`src/rtl/pool_flatten.sv`:
```
// pool_flatten: buffers pooled pixel vectors in a small FIFO and streams them
// out one element per cycle, channel 0 first, with frame framing signals.
//
// state  | meaning
// -------+-----------------------------------------------------------------
// IDLE   | no frame in progress, FIFO empty, out_valid low
// STREAM | frame in progress; elements presented whenever FIFO is non-empty
// DONE   | one-cycle bubble after the frame's last element; done pulses
module pool_flatten #(
    parameter int pDATA_WIDTH   = 8,
    parameter int pCHANNEL      = 32,
    parameter int pOUT_WIDTH    = 14,
    parameter int pOUT_HEIGHT   = 14,
    parameter int pFIFO_DEPTH   = 4,
    parameter int pAFULL_MARGIN = 1,
    localparam int TOTAL = pOUT_WIDTH * pOUT_HEIGHT * pCHANNEL,
    localparam int IW    = $clog2(TOTAL)
) (
    input  logic                            clk,
    input  logic                            rst,
    input  logic                            en,
    input  logic                            in_valid,
    input  logic [pDATA_WIDTH*pCHANNEL-1:0] data_in,
    output logic [pDATA_WIDTH-1:0]          out_data,
    output logic                            out_valid,
    input  logic                            out_ready,
    output logic                            out_last,
    output logic [IW-1:0]                   out_index,
    output logic                            almost_full,
    output logic                            overflow,
    output logic                            done
);

    localparam int VW   = pDATA_WIDTH * pCHANNEL;
    localparam int PW   = $clog2(pFIFO_DEPTH);
    localparam int CNTW = PW + 1;
    localparam int CW   = (pCHANNEL > 1) ? $clog2(pCHANNEL) : 1;

    localparam logic [IW-1:0]   LAST_IDX = IW'(TOTAL - 1);
    localparam logic [CW-1:0]   LAST_CH  = CW'(pCHANNEL - 1);
    localparam logic [CNTW-1:0] DEPTH_C  = CNTW'(pFIFO_DEPTH);
    localparam logic [CNTW-1:0] AFULL_C  = CNTW'(pFIFO_DEPTH - pAFULL_MARGIN);

    typedef enum logic [1:0] {
        S_IDLE   = 2'd0,
        S_STREAM = 2'd1,
        S_DONE   = 2'd2
    } state_t;

    state_t          state;
    logic [VW-1:0]   mem [pFIFO_DEPTH];
    logic [PW-1:0]   wr_ptr;
    logic [PW-1:0]   rd_ptr;
    logic [CNTW-1:0] count;
    logic [CNTW-1:0] count_nxt;
    logic [CW-1:0]   ch;
    logic [IW-1:0]   idx;
    logic            ovf_q;

    logic            head_valid;
    logic            xfer;
    logic            at_last;
    logic            retire;
    logic            wr_ok;
    logic            drop;

    // Handshake, retire and write-acceptance decode from registered state
    always_comb begin
        head_valid = (state == S_STREAM) && (count != '0) && en;
        xfer       = head_valid && out_ready;
        at_last    = (idx == LAST_IDX);
        retire     = xfer && (ch == LAST_CH);
        // A retiring head frees its slot in the same cycle, so a full FIFO
        // can still take a new vector then.
        wr_ok      = en && in_valid && ((count < DEPTH_C) || retire);
        drop       = en && in_valid && !wr_ok;
        count_nxt  = count;
        if (wr_ok && !retire) begin
            count_nxt = count + CNTW'(1);
        end else if (retire && !wr_ok) begin
            count_nxt = count - CNTW'(1);
        end
    end

    assign out_valid   = head_valid;
    assign out_data    = head_valid ? mem[rd_ptr][ch*pDATA_WIDTH +: pDATA_WIDTH] : '0;
    assign out_last    = head_valid && at_last;
    assign out_index   = idx;
    assign almost_full = (count >= AFULL_C);
    assign overflow    = ovf_q;
    assign done        = (state == S_DONE);

    // Vector storage; contents are meaningless until the pointers cover them
    always_ff @(posedge clk) begin
        if (wr_ok) begin
            mem[wr_ptr] <= data_in;
        end
    end

    // FIFO pointers, occupancy and sticky overflow flag
    always_ff @(posedge clk or negedge rst) begin
        if (!rst) begin
            wr_ptr <= '0;
            rd_ptr <= '0;
            count  <= '0;
            ovf_q  <= 1'b0;
        end else begin
            if (wr_ok) begin
                wr_ptr <= wr_ptr + PW'(1);
            end
            if (retire) begin
                rd_ptr <= rd_ptr + PW'(1);
            end
            count <= count_nxt;
            if (drop) begin
                ovf_q <= 1'b1;
            end
        end
    end

    // Frame sequencing: channel counter, flat index and state transitions
    always_ff @(posedge clk or negedge rst) begin
        if (!rst) begin
            state <= S_IDLE;
            ch    <= '0;
            idx   <= '0;
        end else begin
            case (state)
                S_IDLE: begin
                    if (wr_ok) begin
                        state <= S_STREAM;
                    end
                end
                S_STREAM: begin
                    if (xfer) begin
                        ch <= (ch == LAST_CH) ? '0 : ch + CW'(1);
                        if (at_last) begin
                            idx   <= '0;
                            state <= S_DONE;
                        end else begin
                            idx <= idx + IW'(1);
                        end
                    end
                end
                S_DONE: begin
                    ch    <= '0;
                    idx   <= '0;
                    // A write landing during the bubble must restart streaming
                    state <= (count_nxt != '0) ? S_STREAM : S_IDLE;
                end
                default: begin
                    state <= S_IDLE;
                end
            endcase
        end
    end

endmodule

```
`config.mk`:
```
export PLATFORM = sky130hd
export DESIGN_NAME = pool_flatten
export DESIGN_NICKNAME = d
export VERILOG_FILES = /design/src/rtl/pool_flatten.sv
export SDC_FILE = /design/constraint.sdc
export NUM_CORES = 1
export LEC_CHECK = 0
export ABC_AREA = 1
export BUFFER_PORTS_ARGS = -buffer_cell sky130_fd_sc_hd__buf_4
export CAP_MARGIN = 0
export CORE_MARGIN = 4
export CORE_UTILIZATION = 50
export CTS_CLUSTER_DIAMETER = 200
export CTS_CLUSTER_SIZE = 10
export DETAILED_ROUTE_END_ITERATION = 10
export PLACE_DENSITY_LB_ADDON = 0.12
export RECOVER_POWER = 50
export SLEW_MARGIN = 20
export SYNTH_ARGS = -nofsm -noshare
export SYNTH_HDL_FRONTEND = slang
export SYNTH_SLANG_ARGS = --single-unit
```
`constraint.sdc`:
```
create_clock -name clk -period 11.9 [get_ports clk]
set_clock_uncertainty 0.05 [all_clocks]
set_input_delay 0 -clock clk [delete_from_list [all_inputs] [get_ports clk]]
set_output_delay 0 -clock clk [all_outputs]
set_load 0.005 [all_outputs]
```
==> results of run 1 <==
-- cells by family (layout without fill, tap and decap cells) --
| kind of cell | Yosys count | after routing | share of synthesized area (%) |
|---|---|---|---|
| compound gates | 70 | 70 | 0.8704 |
| xor+xnor | 7 | 7 | 0.1441 |
| fa+ha+maj | 11 | 11 | 0.3234 |
| buf+inv | 264 | 806 | 3.164 |
| simple gates | 2117 | 2117 | 21.56 |
| flops | 1052 | 1052 | 73.91 |
| other cells | 0 | 9 | 0 |
| mux | 1 | 1 | 0.02352 |
-- sequential cells by signal (all words and copies together) (netlist names) --
name and flops:
rd_ptr 2, wr_ptr 2, ch 5, mem 1024, out_index 13, overflow 1
count 3, state 2
-- layer usage --
| layer | up-vias | GRT usage, % | wire length [µm] | part of all wire [%] |
|---|---|---|---|---|
| met5 | - | 0 | 34 | 0.030 |
| met4 | 6 | 7.837 | 3388 | 3.0 |
| met1 | 13920 | 33.58 | 47080 | 42 |
| li1 | 13500 | - | - | - |
| met3 | 190 | 3.740 | 6864 | 6.1 |
| met2 | 922 | 41.20 | 55490 | 49 |
-- worst reg2reg max path, stage by stage (launching register included) --
cell and delay (ns):
dfrtp_4 0.66, ha_1 0.24, inv_1 0.06, nor2_1 0.12
ha_1 0.17, nand3_2 0.17, inv_1 0.14, o21ai_2 0.19
nor2_4 0.14, buf_4 0.85, buf_4 0.63, buf_4 0.82
-- layout make-up --
cell class | count | area, µm² | area share [%]
Multi-Input combinational cell | 2206 | 9787 | 19.33
Timing Repair Buffer | 621 | 4647 | 9.179
Inverter | 41 | 171.4 | 0.3386
Sequential cell | 1052 | 31460 | 62.15
Clock inverter | 4 | 61.31 | 0.1211
Clock buffer | 140 | 3057 | 6.038
Antenna cell | 9 | 22.52 | 0.04449
Tap cell | 1134 | 1419 | 2.803
-- layout by cell type (no fill, tap or decap), types with 5 or more instances in the layout --
cell              n
a21oi_1          47
buf_12            7
buf_4            44
clkbuf_1        247
clkbuf_16       119
clkbuf_4         46
dfrtp_1          24
diode_2           9
dlygate4sd3_1   298
edfxtp_1       1024
ha_1             11
inv_1            32
nand2_1        1110
nand3_1         931
nand4_1           5
nor2_1           48
nor3_1            9
o21ai_0          15
xor2_1            6
-- power by group through the flow --
stage	combinational (mW)	sequential, mW	clock (mW)
after floorplan	1.48	4.34	0
after global placement	2.30	4.36	0
after detailed placement	2.31	4.36	0
after CTS	2.41	4.28	3.13
after global routing	2.60	4.29	3.29
final	2.36	4.28	3.08
-- final timing paths --
| kind | from | endpoint | slack (ns) | cells past startpoint |
|---|---|---|---|---|
| max | rd_ptr[0] | out_data[1] | 6.58 | 11 |
| max in group asynchronous | rst | rd_ptr[0] | 9.70 | 4 |
| max reg2reg | ch[0] | mem[0][27] | 7.17 | 11 |
| min reg2reg | overflow | overflow | 0.45 | 1 |
| min in group asynchronous | rst | out_index[4] | 0.93 | 4 |
| min | data_in[138] | mem[2][138] | 0.08 | 2 |
-- what timing repair did --
item,4_1_cts,5_1_grt
hold buffers,299,0
endpoints found under the hold margin,1079,0
buffers inserted,0,0
==> results.sh, run 1 <==
export IMPL_crit_top_cell="nand3_1"
export IMPL_grt_overflow=0
export IMPL_grt_pass1_vias=27630
export IMPL_finalCritPeriodShare_pct=44.70
export IMPL_ys_ff_latch=1052
export IMPL_sw_frac_of_total_pct=31.76
export IMPL_worstPathMaxFanout=200
export IMPL_core_area_mm2=0.08395
export IMPL_hold_slack_ns=0.08081
export IMPL_cp_arrival_ns=5.27
export IMPL_placedInstanceArea_mm2=0.04534
export IMPL_routedWlPerCell_um=21.67
export IMPL_finalCriticalPeriod_ns=5.319
export IMPL_post_cts_resized=0
export IMPL_htreeDepth=3
export IMPL_vias=28540
export IMPL_first_pass_iters=5
export IMPL_ys_top_cells_by_area="edfxtp_1 72%, nand3_1 11%, nand2_1 9.8%"
export IMPL_place_congestion=0.7839
export IMPL_dp_cells=4755
export IMPL_stdcell_count=5207
export IMPL_dpl_worst_slack_ns=7.087
export IMPL_die_w_um=299.7
export IMPL_path_class="flip-flop to output port"
export IMPL_grt_max_degree=201
export IMPL_ys_async_sr_fraction_pct=2.662
export IMPL_grt_setup_unrepaired="no"
export IMPL_cts_buffer_depth=3
export IMPL_hold_viol=0
export IMPL_p_total_mw=9.728
export IMPL_n_fill_cell=6868
export IMPL_critPathTopFamily="buffers and inverters"
export IMPL_worstPathRequired_ns=11.85
export IMPL_crit_buf_inv=3
export IMPL_clk_pin_slew_ns=0.06
export IMPL_cts_buffers=115
export IMPL_synthTopCellsByCount="1110 x nand2_1, 1024 x edfxtp_1, 931 x nand3_1"
export IMPL_io_pins=287
export IMPL_clock_latency_ns=0.66
export IMPL_drt_iter0_markers=2279
export IMPL_cts_tree="done"
export IMPL_portBuffers=286
export IMPL_combinationalPowerShare_pct=24.3
export IMPL_setup_viol=0
export IMPL_hp_class="primary input to flip-flop"
export IMPL_synthMostInstantiatedCell="nand2_1"
export IMPL_start_kind="flip-flop"
export IMPL_violations="capacitance limit, slew limit"
export IMPL_cpPeakStageDelay_ns=1.08
export IMPL_fmax_mhz=188.0
export IMPL_setup_slack_ns=6.581
export IMPL_place_hpwl_mm=60.84
export IMPL_p_leak_nw=17.90
export IMPL_design_area_mm2=0.05063
export IMPL_drt_total_wl_mm=112.9
export IMPL_relSlewSlack_pct=-10.56
export IMPL_internal_power_mw=6.638
export IMPL_syn_area_mm2=0.04255
export IMPL_die_height_um=299.7
export IMPL_grt_antenna_before_repair=13
export IMPL_power_density_mw_per_mm2=192.1
export IMPL_ant_nets=0
export IMPL_syn_inst=3522
export IMPL_start_util_pct=50.68
export IMPL_cts_sinks=1052
export IMPL_crit_chain="buf_4 > buf_12 > nand2_1 > nand3_1 > nand3_1 > nand3_1 > nand3_1 > nand2_1 > a21oi_1 > nor2_1 > buf_4"
export IMPL_nNetsFinal=4309
export IMPL_grt_total_usage_pct=24.63
export IMPL_syn2layout_area_growth_pct=18.98
export IMPL_syn_avg_cell_area_um2=12.08
export IMPL_rows=106
export IMPL_die_area_mm2=0.08983
export IMPL_p_seq_share_pct=44.0
export IMPL_slew_viol_final=29
export IMPL_drc=0
export IMPL_critPathSlowestCell="dfrtp_4"
export IMPL_status="complete, but fails checks"
export IMPL_cts_root_buf="clkbuf_16"
export IMPL_pwr_share_clk_pct=31.7
export IMPL_synth_area_leader_cell="edfxtp_1"
export IMPL_via_per_inst=5.481
export IMPL_grt_pass1_wl_mm=169.0
export IMPL_yosysWarnings=0
export IMPL_endpoint_kind="output port"
export IMPL_final_core_util_pct=60.30
export IMPL_cap_violations=1
export IMPL_synth_seq_area_share_pct=73.91
export IMPL_drive_gt1_share_pct=5.930
export IMPL_yosysTopAreaCellShare_pct=72.27
export IMPL_switching_power_mw=3.089
export IMPL_synth_cell_types=35
export IMPL_syn_num_nets=3794
export IMPL_synth_edff_count=1024
export IMPL_fin_setup_tns_ns=0
export IMPL_synth_ff_type="edfxtp_1"
export IMPL_vdd_ir_drop_worst_mv=0.1414
export IMPL_worstMarginPinSlew_ns=1.658
Power figures use the tool's default switching activity.
==> run 2: changes to the inputs <==
--- a/config.mk
+++ b/config.mk
@@ -5,7 +5,7 @@
 export SDC_FILE = /design/constraint.sdc
 export NUM_CORES = 1
 export LEC_CHECK = 0
-export ABC_AREA = 1
+export ABC_AREA = 0
 export BUFFER_PORTS_ARGS = -buffer_cell sky130_fd_sc_hd__buf_4
 export CAP_MARGIN = 0
 export CORE_MARGIN = 4
==> constraint.sdc (replaced) <==
create_clock -name clk -period 5 [get_ports clk]
set_clock_uncertainty 0.05 [all_clocks]
set_input_delay 0 -clock clk [delete_from_list [all_inputs] [get_ports clk]]
set_output_delay 0 -clock clk [all_outputs]
set_load 0.005 [all_outputs]
==> run 2 against run 1 <==
The run still ends with capacitance limit, slew limit left. Synthesized cell count fell by 48%. Register-to-register slack worse by 6.0 ns. Via count fell by 28%. Count of clock-buffer cells in the layout grew 13. Combinational power is 15% lower. Sequential share of layout area increased by 1.8 points. Final cell count decreased by 31%. Routed wire length fell by 17%. Cell area shrank 2.9%. Sequential power up 130%. Clock power is 140% higher. Critical path depth is 4 lower. Critical path type unchanged.
==> results.sh, run 2 <==
export IMPL_status="complete, but fails checks"
export IMPL_violations="capacitance limit, slew limit"
export IMPL_design_area_mm2=0.04916
export IMPL_cts_buffers=115
export IMPL_setup_worst_path_end="out_data[6]"
export IMPL_cts_setup_buffers=0
export IMPL_nNetsFinal=2733
export IMPL_yosysTopAreaCellShare_pct=76.03
export IMPL_cts_root_buf="clkbuf_16"
export IMPL_fin_setup_tns_ns=0
export IMPL_regMostFlops="mem"
export IMPL_synthTopCellsByCount="1024 x edfxtp_1, 256 x mux4_2, 65 x a22oi_1"
export IMPL_clk_pin_slew_ns=0.06
export IMPL_worstMarginPinSlew_ns=1.597
export IMPL_final_core_util_pct=61.23
export IMPL_crit_buf_inv=2
export IMPL_ant_nets=0
export IMPL_place_congestion=0.8045
export IMPL_rr_worst_depth=8
export IMPL_htreeDepth=3
export IMPL_routedWlPerCell_um=26.16
export IMPL_cts_tree="done"
export IMPL_die_area_mm2=0.08550
export IMPL_cpPeakStageDelay_ns=1.01
export IMPL_grt_total_usage_pct=21.98
export IMPL_clock_latency_ns=0.65
export IMPL_grt_pass1_wl_mm=140.2
export IMPL_yosysWarnings=0
export IMPL_cp_arrival_ns=4.41
export IMPL_synth_cell_types=47
export IMPL_crit_start="rd_ptr[1]"
export IMPL_critPathTopFamily="simple AND/OR/NAND/NOR gates"
export IMPL_via_per_inst=5.770
export IMPL_largest_register_ffs=1024
export IMPL_drive_gt1_share_pct=19.60
export IMPL_die_w_um=292.4
export IMPL_die_height_um=292.4
export IMPL_vdd_ir_drop_worst_mv=0.3083
export IMPL_critPathSlowestCell="nor4_1"
export IMPL_worstPathMaxFanout=41
export IMPL_hp_class="primary input to flip-flop"
export IMPL_synth_mux_area_share_pct=15.44
export IMPL_cts_buffer_depth=3
export IMPL_synth_area_leader_cell="edfxtp_1"
export IMPL_crit_top_cell="nor4_1"
export IMPL_path_class="flip-flop to output port"
export IMPL_syn_num_nets=2089
export IMPL_relSlewSlack_pct=-6.443
export IMPL_grt_pass1_vias=22000
export IMPL_drt_iter0_markers=1782
export IMPL_synthXorXnorAreaFrac_pct=0.2166
export IMPL_synth_simple_gate_area_share_pct=2.070
export IMPL_hold_slack_ns=0.1070
export IMPL_grt_antenna_before_repair=16
export IMPL_placedInstanceArea_mm2=0.04424
export IMPL_place_hpwl_mm=58.95
export IMPL_finalCritPeriodShare_pct=89.15
export IMPL_p_total_mw=19.00
export IMPL_endpoint_kind="output port"
export IMPL_yosys_area_share_adder_pct=0.3403
export IMPL_grt_setup_unrepaired="no"
export IMPL_synth_ff_type="edfxtp_1"
export IMPL_mostFrequentLayoutCells="1024 x edfxtp_1, 288 x clkbuf_1, 273 x dlygate4sd3_1"
export IMPL_synth_compound_area_share_pct=2.769
export IMPL_reg2reg_slack_ns=1.20
export IMPL_hold_viol=0
export IMPL_start_kind="flip-flop"
export IMPL_synth_top_family_by_area="multiplexers"
export IMPL_ys_top_cells_by_area="edfxtp_1 76%, mux4_2 14%, dfrtp_1 1.7%"
export IMPL_ys_async_sr_fraction_pct=2.662
export IMPL_ys_ff_latch=1052
export IMPL_cap_violations=1
export IMPL_io_pins=287
export IMPL_core_area_mm2=0.08029
export IMPL_portBuffers=286
export IMPL_grt_max_degree=92
export IMPL_synthMostInstantiatedCell="edfxtp_1"
export IMPL_min_delay_start="data_in[21]"
export IMPL_syn_inst=1817
export IMPL_grt_overflow=0
export IMPL_cp_num_cells=7
export IMPL_finalCriticalPeriod_ns=4.458
export IMPL_first_pass_iters=5
export IMPL_r2r_end="mem[3][233]"
export IMPL_layout_commonest_cell="edfxtp_1"
export IMPL_setup_viol=0
export IMPL_fmax_mhz=224.3
export IMPL_crit_chain="buf_12 > mux4_2 > o22ai_1 > nor4_1 > nor4_1 > nor3b_1 > buf_4"
export IMPL_synth_seq_area_share_pct=77.77
export IMPL_vias=20630
export IMPL_rows=104
export IMPL_p_leak_nw=15.23
export IMPL_syn2layout_area_growth_pct=21.56
export IMPL_syn_avg_cell_area_um2=22.26
export IMPL_r2r_start="ch[0]"
export IMPL_syn_area_mm2=0.04044
export IMPL_synth_edff_count=1024
export IMPL_drt_total_wl_mm=93.56
export IMPL_slew_viol_final=29
export IMPL_cts_sinks=1052
export IMPL_drc=0
export IMPL_power_density_mw_per_mm2=386.6
export IMPL_worstPathRequired_ns=4.95
export IMPL_start_util_pct=50.37
run 2: cell count changes after synthesis, moves of 16 or more:
cell	previous run	this run
nand2_1	1110	17
nor4_1	0	19
a22oi_1	0	65
buf_2	97	17
mux4_2	0	256
buf_4	28	11
inv_1	34	7
clkbuf_1	55	39
mux2i_1	1	48
nand3_1	931	9
run 2: worst min-delay path by stage:
stage / to / slack [ns] / cells after the start
after global placement: out_index[10] / -0.10 / 1
after global routing: mem[2][211] / 0.11 / 2
after floorplan: ch[0] / -0.35 / 0
final: mem[2][21] / 0.11 / 2
after detailed placement: out_index[12] / -0.1 / 1
after CTS: mem[1][139] / 0.0005 / 2
run 2: logic make-up (layout without fill, tap and decap cells):
kind of cell / count (synthesis) / in the layout
fa+ha+maj: 11 / 11
xor+xnor: 10 / 10
simple gates: 158 / 158
flops: 1052 / 1052
buf+inv: 107 / 790
compound gates: 175 / 175
other cells: 0 / 16
mux: 304 / 304
run 2: per-layer routing:
layer  wire length [µm]  global-route usage, %  vias to the layer above
met5                 48                      0                        -
met2              47020                  36.22                      709
met1              38370                  30.90                    10790
li1                   -                      -                     8993
met3               6255                  4.170                      130
met4               1858                  5.488                        8
run 2: cell type report:
class	count	area (µm²)
Fill cell	5841	31130
Clock buffer	153	3063
Multi-Input combinational cell	658	8462
Antenna cell	16	40.04
Clock inverter	3	26.28
Timing Repair Buffer	627	4757
Sequential cell	1052	31460
Tap cell	1060	1326
Inverter	7	26.28
run 2: per-stage QoR:
stage          std cells  setup slack (ns)
6_report            3576            0.5424
5_1_grt             3566            0.4738
4_1_cts             3560            0.5676
3_5_place_dp        3130             1.183
3_3_place_gp        3130             1.222
2_1_floorplan       1817           -0.8845
run 2: power by group:
part | leakage [nW] | internal (mW) | switching [mW] | total, mW
clock | 1.50 | 4.18 | 3.06 | 7.24
combinational | 4.18 | 0.722 | 1.27 | 2.00
sequential | 9.54 | 9.71 | 0.0625 | 9.77
run 2: what timing repair did:
| item | 4_1_cts | 5_1_grt |
|---|---|---|
| hold buffers | 274 | 0 |
| gates resized for setup | 0 | 0 |
| endpoints found under the hold margin | 1064 | 0 |
| setup endpoints to repair | 0 | 0 |
